$ cat config.mk
export PLATFORM = sky130hd
export DESIGN_NAME = bcd_binary_codec
export DESIGN_NICKNAME = d
export VERILOG_FILES = /design/src/rtl/bcd_codec_pkg.sv /design/src/rtl/bcd_digit_adjust.sv /design/src/rtl/bcd_binary_codec.sv
export SDC_FILE = /design/constraint.sdc
export NUM_CORES = 1
export LEC_CHECK = 0
export BUFFER_PORTS_ARGS = -buffer_cell sky130_fd_sc_hd__buf_2
export CORE_MARGIN = 5
export CORE_UTILIZATION = 38
export CTS_BUF_LIST = sky130_fd_sc_hd__clkbuf_4 sky130_fd_sc_hd__clkbuf_8
export DETAILED_ROUTE_END_ITERATION = 12
export MAX_ROUTING_LAYER = met4
export SKIP_LAST_GASP = 1
export SYNTH_ARGS = -nofsm -noshare
export SYNTH_HDL_FRONTEND = slang
export SYNTH_SLANG_ARGS = --single-unit
$ cat constraint.sdc
create_clock -name clk_i -period 4.8 [get_ports clk_i]
set_input_delay 0.96 -clock clk_i [delete_from_list [all_inputs] [get_ports clk_i]]
set_output_delay 0.96 -clock clk_i [all_outputs]
set_load 0.1 [all_outputs]
$ cat src/rtl/bcd_codec_pkg.sv
// Shared types and elaboration-time helpers for the BCD/binary codec.
// Pure definitions: no logic, no latency, no flow control.
package bcd_codec_pkg;

   typedef enum logic [1:0] {
      IDLE = 2'd0,
      RUN  = 2'd1,
      DONE = 2'd2
   } state_t;

   typedef enum logic {
      MODE_BCD2BIN = 1'b0,
      MODE_BIN2BCD = 1'b1
   } mode_t;

   localparam int MAX_DIGITS = 16;

   // Largest value representable in 'digits' BCD digits, i.e. 10^digits - 1.
   function automatic logic [63:0] pow10_minus1(input int digits);
      logic [63:0] p;
      p = 64'd1;
      for (int i = 0; i < digits; i++) p = p * 64'd10;
      return p - 64'd1;
   endfunction

   function automatic logic bcd_valid(input logic [4*MAX_DIGITS-1:0] vec, input int digits);
      logic ok;
      ok = 1'b1;
      for (int i = 0; i < MAX_DIGITS; i++) begin
         if (i < digits && vec[4*i +: 4] > 4'd9) ok = 1'b0;
      end
      return ok;
   endfunction

endpackage

$ cat src/rtl/bcd_digit_adjust.sv
// Per-digit double-dabble correction: +3 when >=5 (bin->bcd), -3 when >=8 (bcd->bin).
// Combinational, zero latency, no flow control.
module bcd_digit_adjust
   import bcd_codec_pkg::*;
(
   input  logic [3:0] nibble,
   input  mode_t      mode,
   output logic [3:0] nibble_adj
);

   always_comb begin
      nibble_adj = nibble;
      if (mode == MODE_BIN2BCD && nibble >= 4'd5)
         nibble_adj = nibble + 4'd3;
      else if (mode == MODE_BCD2BIN && nibble >= 4'd8)
         nibble_adj = nibble - 4'd3;
   end

endmodule

$ cat src/rtl/bcd_binary_codec.sv
// Iterative bidirectional BCD/binary converter; BIN_W+1 cycles to done_o (1 on invalid input).
// Single outstanding request: start_i is accepted only while ready_o, otherwise ignored.
module bcd_binary_codec
   import bcd_codec_pkg::*;
#(
   parameter int DIGITS = 8,
   parameter int BIN_W  = 27
) (
   input  logic                clk_i,
   input  logic                reset_ni,
   input  logic                start_i,
   input  logic                mode_i,
   input  logic [4*DIGITS-1:0] bcd_i,
   input  logic [BIN_W-1:0]    bin_i,
   output logic                ready_o,
   output logic                done_o,
   output logic                err_o,
   output logic [BIN_W-1:0]    bin_o,
   output logic [4*DIGITS-1:0] bcd_o
);

   localparam int          BCD_W   = 4 * DIGITS;
   localparam int          CNT_W   = $clog2(BIN_W + 1);
   localparam logic [63:0] BIN_MAX = pow10_minus1(DIGITS);

   generate
      if ((64'd1 << BIN_W) <= BIN_MAX) begin : g_bad_width
         $error("BIN_W too narrow to hold the largest DIGITS-digit decimal value");
      end
   endgenerate

   state_t               state_q, state_d;
   mode_t                mode_q;
   logic [BCD_W-1:0]     bcd_q, bcd_res_q;
   logic [BIN_W-1:0]     bin_q, bin_res_q;
   logic [CNT_W-1:0]     cnt_q;
   logic                 err_q;

   logic                 req_valid;
   logic                 last_step;
   logic [BCD_W+BIN_W-1:0] shr;
   logic [BCD_W-1:0]     adj_in, adj_out, step_bcd;
   logic [BIN_W-1:0]     step_bin;

   assign req_valid = (mode_i == MODE_BIN2BCD) ? (64'(bin_i) <= BIN_MAX)
                                               : bcd_valid(64'(bcd_i), DIGITS);
   assign last_step = (cnt_q == CNT_W'(1));

   // BCD->binary adjusts after the shift, binary->BCD adjusts before it.
   assign shr    = {bcd_q, bin_q} >> 1;
   assign adj_in = (mode_q == MODE_BCD2BIN) ? shr[BCD_W+BIN_W-1 -: BCD_W] : bcd_q;

   generate
      for (genvar d = 0; d < DIGITS; d++) begin : g_digit
         bcd_digit_adjust u_adj (
            .nibble     (adj_in[4*d +: 4]),
            .mode       (mode_q),
            .nibble_adj (adj_out[4*d +: 4])
         );
      end
   endgenerate

   always_comb begin
      step_bcd = adj_out;
      step_bin = shr[BIN_W-1:0];
      if (mode_q == MODE_BIN2BCD) {step_bcd, step_bin} = {adj_out, bin_q} << 1;
   end

   always_comb begin
      state_d = state_q;
      case (state_q)
         IDLE:    if (start_i) state_d = req_valid ? RUN : DONE;
         RUN:     if (last_step) state_d = DONE;
         DONE:    state_d = IDLE;
         default: state_d = IDLE;
      endcase
   end

   always_ff @(posedge clk_i or negedge reset_ni) begin
      if (!reset_ni) state_q <= IDLE;
      else           state_q <= state_d;
   end

   always_ff @(posedge clk_i or negedge reset_ni) begin
      if (!reset_ni) begin
         mode_q    <= MODE_BCD2BIN;
         bcd_q     <= '0;
         bin_q     <= '0;
         cnt_q     <= '0;
         err_q     <= 1'b0;
         bcd_res_q <= '0;
         bin_res_q <= '0;
      end else begin
         case (state_q)
            IDLE: if (start_i) begin
               mode_q <= mode_t'(mode_i);
               err_q  <= !req_valid;
               cnt_q  <= CNT_W'(BIN_W);
               if (mode_i == MODE_BIN2BCD) begin
                  bcd_q <= '0;
                  bin_q <= bin_i;
               end else begin
                  bcd_q <= bcd_i;
                  bin_q <= '0;
               end
               if (!req_valid) begin
                  if (mode_i == MODE_BIN2BCD) bcd_res_q <= '0;
                  else                        bin_res_q <= '0;
               end
            end
            RUN: begin
               bcd_q <= step_bcd;
               bin_q <= step_bin;
               cnt_q <= cnt_q - CNT_W'(1);
               if (last_step) begin
                  if (mode_q == MODE_BCD2BIN) bin_res_q <= step_bin;
                  else                        bcd_res_q <= step_bcd;
               end
            end
            default: ;
         endcase
      end
   end

   assign ready_o = (state_q == IDLE);
   assign done_o  = (state_q == DONE);
   assign err_o   = err_q;
   assign bin_o   = bin_res_q;
   assign bcd_o   = bcd_res_q;

endmodule

Word level (Yosys, flattened, before mapping) --
Cells that the tools add are included.
Cells by class: add/sub/neg operators 17, magnitude comparators 25, eq/ne operators 10, muxes and demuxes 52, bitwise logic cells 1, reduce and logical (&&, ||, !) cells 24
Operator list (count):
- 2-to-1 mux 32 bit | 9
- 2-to-1 mux 27 bit | 8
- case mux 32 bit (2 select lines) | 2
- case mux 27 bit (2 select lines) | 2
- 2-to-1 mux 4 bit | 16
- adder 4 x 2 -> 4 bit, second input constant | 8
- greater-or-equal comparator 4 x 3 -> 1 bit, second input constant | 8
- greater-or-equal comparator 4 bit, second input constant | 8
- greater-than comparator 4 bit, second input constant | 8
- subtractor 4 x 2 -> 4 bit, second input constant | 8
- <= comparator 27 bit, second input constant | 1
- logical AND 1 bit | 16
- inequality test 2 bit, second input constant | 7
- AND reduction 6 bit | 2
- case mux 5 bit (2 select lines) | 1
- 2-to-1 mux 1 bit | 9
- 2-to-1 mux 2 bit | 3
- AND reduction 2 bit | 3
- equality test 5 x 1 -> 1 bit, second input constant | 1
- 2-to-1 mux 5 bit | 1
- subtractor 5 x 1 -> 5 bit, second input constant | 1
- case mux 2 bit (2 select lines) | 1
- equality test 2 x 1 -> 1 bit, second input constant | 1
- equality test 2 bit, second input constant | 1
- other kinds (4) | 4
Storage, ports and cells: register bits 127, output and inout bits 62

Depth between registers and ports, before layout --
word-level depth 13, gate-level depth with buffers 13

Hierarchy --
A second synthesis with hierarchy kept.
Unflattened totals: cell total of the unflattened synthesis 886, area total of the unflattened synthesis 8496.9 µm²
By module, submodules not included:
- bcd_binary_codec | times used 1, cells each 686, area each 6825.3 µm²
- bcd_digit_adjust | times used 8, cells each 25, area each 209.0 µm²

Worst setup path after synthesis --
No wires, ideal clock.
kind reg2out, start register state_q[1], end output port done_o, arrival time 2050 ps, required time 3840 ps, slack 1790 ps, cell stages (with the launch flop) 3, cells stage by stage dfrtp_1 -> clkbuf_1 -> nor2b_1
Between the ends: cells in the longest elaborated chain, start to end 1
RTL lines:
- start, declared | RTL line bcd_binary_codec.sv:32 | state_t state_q, state_d;
- start signal, assigned | RTL line bcd_binary_codec.sv:81 | else state_q <= state_d;
- equality test 2 bit | RTL line bcd_binary_codec.sv:126 | assign done_o = (state_q == DONE);
- end, declared | RTL line bcd_binary_codec.sv:16 | output logic done_o,
Every way passes these cells.

Final worst setup path --
start register mode_q, end register bcd_res_q[14] (netlist: bcd_o[14])
Between the ends: cells in the longest elaborated chain, start to end 9
RTL lines:
- start, declared | RTL line bcd_binary_codec.sv:33 | mode_t mode_q;
- start signal, assigned | RTL line bcd_binary_codec.sv:96 | mode_q <= mode_t'(mode_i);
- 2-to-1 mux 32 bit | RTL line bcd_binary_codec.sv:51 | assign adj_in = (mode_q == MODE_BCD2BIN) ? shr[BCD_W+BIN_W-1 -: BCD_W] : bcd_q;
- greater-or-equal comparator 4 bit | RTL line bcd_digit_adjust.sv:15 | else if (mode == MODE_BCD2BIN && nibble >= 4'd8)
- logical AND 1 bit | RTL line bcd_digit_adjust.sv:15
- 2-to-1 mux 4 bit | RTL line bcd_digit_adjust.sv:15
- 2-to-1 mux 4 bit | RTL line bcd_digit_adjust.sv:13 | if (mode == MODE_BIN2BCD && nibble >= 4'd5)
- 2-to-1 mux 32 bit | RTL line bcd_binary_codec.sv:66 | if (mode_q == MODE_BIN2BCD) {step_bcd, step_bin} = {adj_out, bin_q} << 1;
- 2-to-1 mux 32 bit | RTL line bcd_binary_codec.sv:116 | if (mode_q == MODE_BCD2BIN) bin_res_q <= step_bin;
- 2-to-1 mux 32 bit | RTL line bcd_binary_codec.sv:115 | if (last_step) begin
- case mux 32 bit (2 select lines) | RTL line bcd_binary_codec.sv:94 | case (state_q)
- end signal, assigned | RTL line bcd_binary_codec.sv:117 | else bcd_res_q <= step_bcd;
- end, declared | RTL line bcd_binary_codec.sv:34 | logic [BCD_W-1:0] bcd_q, bcd_res_q;
Several ways; a longest one is shown, not always the timed one. The select of a mux whose other input is x is not followed. A chain may end at the register's enable or synchronous reset.

==> impl_metrics.csv <==
group,metric,value,unit
flow_run,cap_violations,0,
layout,area_delta_synth_final,14.7,%
drt,wl_per_cell,19.6,um
logic_synthesis,synth.top_cell.area_share,0.393,
logic_synthesis,yosys.area.top_type,"dfrtp_1",
drt,routed.top_layer,"met4",
timing,fmax,307,MHz
clocking,worstSkewPairLatency,460,ps
grt,overflow,0,
clocking,htreeDepth,4,
drt,ant_nets,0,
timing,fin_skew,15.3,ps
logic_synthesis,netlist_top_cells_area,"dfrtp_1, mux2i_1, nand2_1",
drt,wl_met3,1190,um
logic_synthesis,synth-seq-cells,127,
hold_path,worstHoldPathType,"primary input to async pin",
clocking,cts_hold_buf,0,
timing,fin_setup_tns,0,ps
layout,fillers,2093,
worst_setup_path,crit_path_top_delay_cell,"dfrtp_4",
layout,diodes,0,
placement,gp_congestion,0.848,
die,num_rows,53,
die,ios,125,
logic_synthesis,async_reset_ff_frac,1.00,
clocking,cts.clk_slew.worst_paths,80,ps
logic_synthesis,seq_area_frac_synth,0.393,
clocking,cts_tree,"done",
worst_setup_path,crit_fanout,69,
worst_setup_path,required,5170,ps
timing,max_slew_margin,0.372,
worst_setup_path,path_cells,"buf_4 -> mux2_2 -> o211a_1 -> nand2_1 -> or3_1 -> o211ai_1",
logic_synthesis,yosysMostFrequentCell,"dfrtp_1",
worst_setup_path,worst_path_largest_cell_delay,900,ps
drt,drc,0,
drt,wl_met2,11100,um
layout,drive_above_1_share,0.235,
grt,grt_usage,0.207,
timing,final-max-slew-violation-count,0,
logic_synthesis,synth_fp_nets,963,
timing,period_minus_slack,3260,ps
drt,wl,24300,um
die,core,21000,um^2
drt,wl_met1,11800,um
clocking,root_buffer,"clkbuf_8",
grt,grt_start_max_net_pins,70,
drt,first_pass_iters,6,
die,dieArea,24300,um^2
logic_synthesis,synthCells,875,
die,die_h,156,um
clocking,cts_resized,0,
logic_synthesis,synth_area,8100,um^2
drt,drt_iter0_markers,599,
clocking,clock-sinks,127,
logic_synthesis,synth.avg_cell_area,9.25,um^2
grt,antenna_found_initial,0,
timing,finalHoldViolations,0,
worst_setup_path,cp-start-kind,"flop",
worst_setup_path,worst_setup_path_end_kind,"flop",
placement,dp_hpwl,16100,um
logic_synthesis,yosys-top-cells-count,"dfrtp_1, nand2_1, a21oi_1",
logic_synthesis,synth.distinct_cells,67,
timing,setup_violations,0,
logic_synthesis,synthFlopType,"dfrtp_1",
timing,timing.final.crit_share,0.678,
die,dieWidth,156,um
grt,grt_pass1_vias,6838,
logic_synthesis,synth_edf_count,0,
timing,worst_pin_slew,940,ps
clocking,numCtsBuffers,17,
timing,rsz0062_at_grt,"no",
drt,dr_total_vias,6983,
outcome,status,"complete, no violations",
clocking,cts_setup_buffers,0,
die,start_util,0.385,
placement,io_buffer_count,124,
worst_setup_path,cp.arrival,3620,ps
logic_synthesis,yosys_warnings,0,
grt,grt_pass1_wl,39000,um
drt,viasPerCell,5.63,
clocking,clockBufferDepth,2,
layout,fin_nets,1042,
worst_setup_path,crit_type,"flop to flop",
through the flow:
stage          std cells  setup slack [ps]  hold WS (ps)  cell area (um^2)  utilization
2_1_floorplan        875              1790           450              8100            -
3_3_place_gp        1210              1670           474              8810        0.419
3_5_place_dp        1210              1560           477              8810        0.419
4_1_cts             1241              1590           488              9290        0.442
5_1_grt             1241              1450           514              9290        0.442
6_report            1241              1540           480              9290        0.442
routing by layer:
layer / GRT usage / vias to the layer above
met5: - / -
met4: 0.0479 / 0
met3: 0.0366 / 17
met2: 0.305 / 188
met1: 0.298 / 3435
li1: - / 3343
layout make-up:
type,instances,area [um^2],area share
multi-input cells,644,4450,0.479
flip-flops and latches,127,3180,0.343
repair buffers,138,732,0.0788
well taps,275,344,0.0370
clock buffers,18,248,0.0267
clock inverters,13,235,0.0253
inverters,26,97.6,0.0105
critical path, delay by kind of cell, from the launching register on:
kind | cells | cell delay, ps
buf+inv | 1 | 570
simple gates | 2 | 650
mux | 1 | 280
compound gates | 2 | 740
flops | 1 | 900
placed cells by master (no fill, tap or decap), types with 18 or more instances in the layout:
master      n
nand2_1   100
o21ai_0    56
nor2_1     24
o221ai_1   24
buf_2     123
clkbuf_8   18
a22o_2     22
mux2i_1    46
ha_1       25
o211ai_1   21
inv_1      25
nor2b_1    40
a21oi_1    62
dfrtp_1   126
state kept, by name, indices dropped and copies added, names as in the netlist:
register	flops
bin_q	27
bin_o	27
mode_q	1
err_o	1
cnt_q	5
state_q	2
bcd_o	32
bcd_q	32
logic make-up after synthesis:
kind of cell / count (synthesis) / share of synthesized area
flops: 127 / 0.393
compound gates: 286 / 0.248
xor+xnor: 21 / 0.0227
buf+inv: 104 / 0.0590
fa+ha+maj: 25 / 0.0386
mux: 58 / 0.0736
simple gates: 254 / 0.165
path summary, 6_finish.rpt:
check	endpoint	start	cells after the start	slack (ps)
max	bcd_o[14]$_DFFE_PN0P_	mode_q$_DFFE_PN0P_	6	1540
min reg2reg	bin_q[0]$_DFFE_PN0P_	bin_q[0]$_DFFE_PN0P_	2	490
min in group clk_i	bin_q[0]$_DFFE_PN0P_	bin_q[0]$_DFFE_PN0P_	2	490
max in group asynchronous	cnt_q[2]$_DFFE_PN0P_	reset_ni	2	3320
min	bcd_o[29]$_DFFE_PN0P_	reset_ni	1	480
max reg2reg	bcd_o[14]$_DFFE_PN0P_	mode_q$_DFFE_PN0P_	6	1540
Power is left out: the tool's default activity adds up to more than one toggle a clock period on the data nets, which glitch-free logic cannot reach.
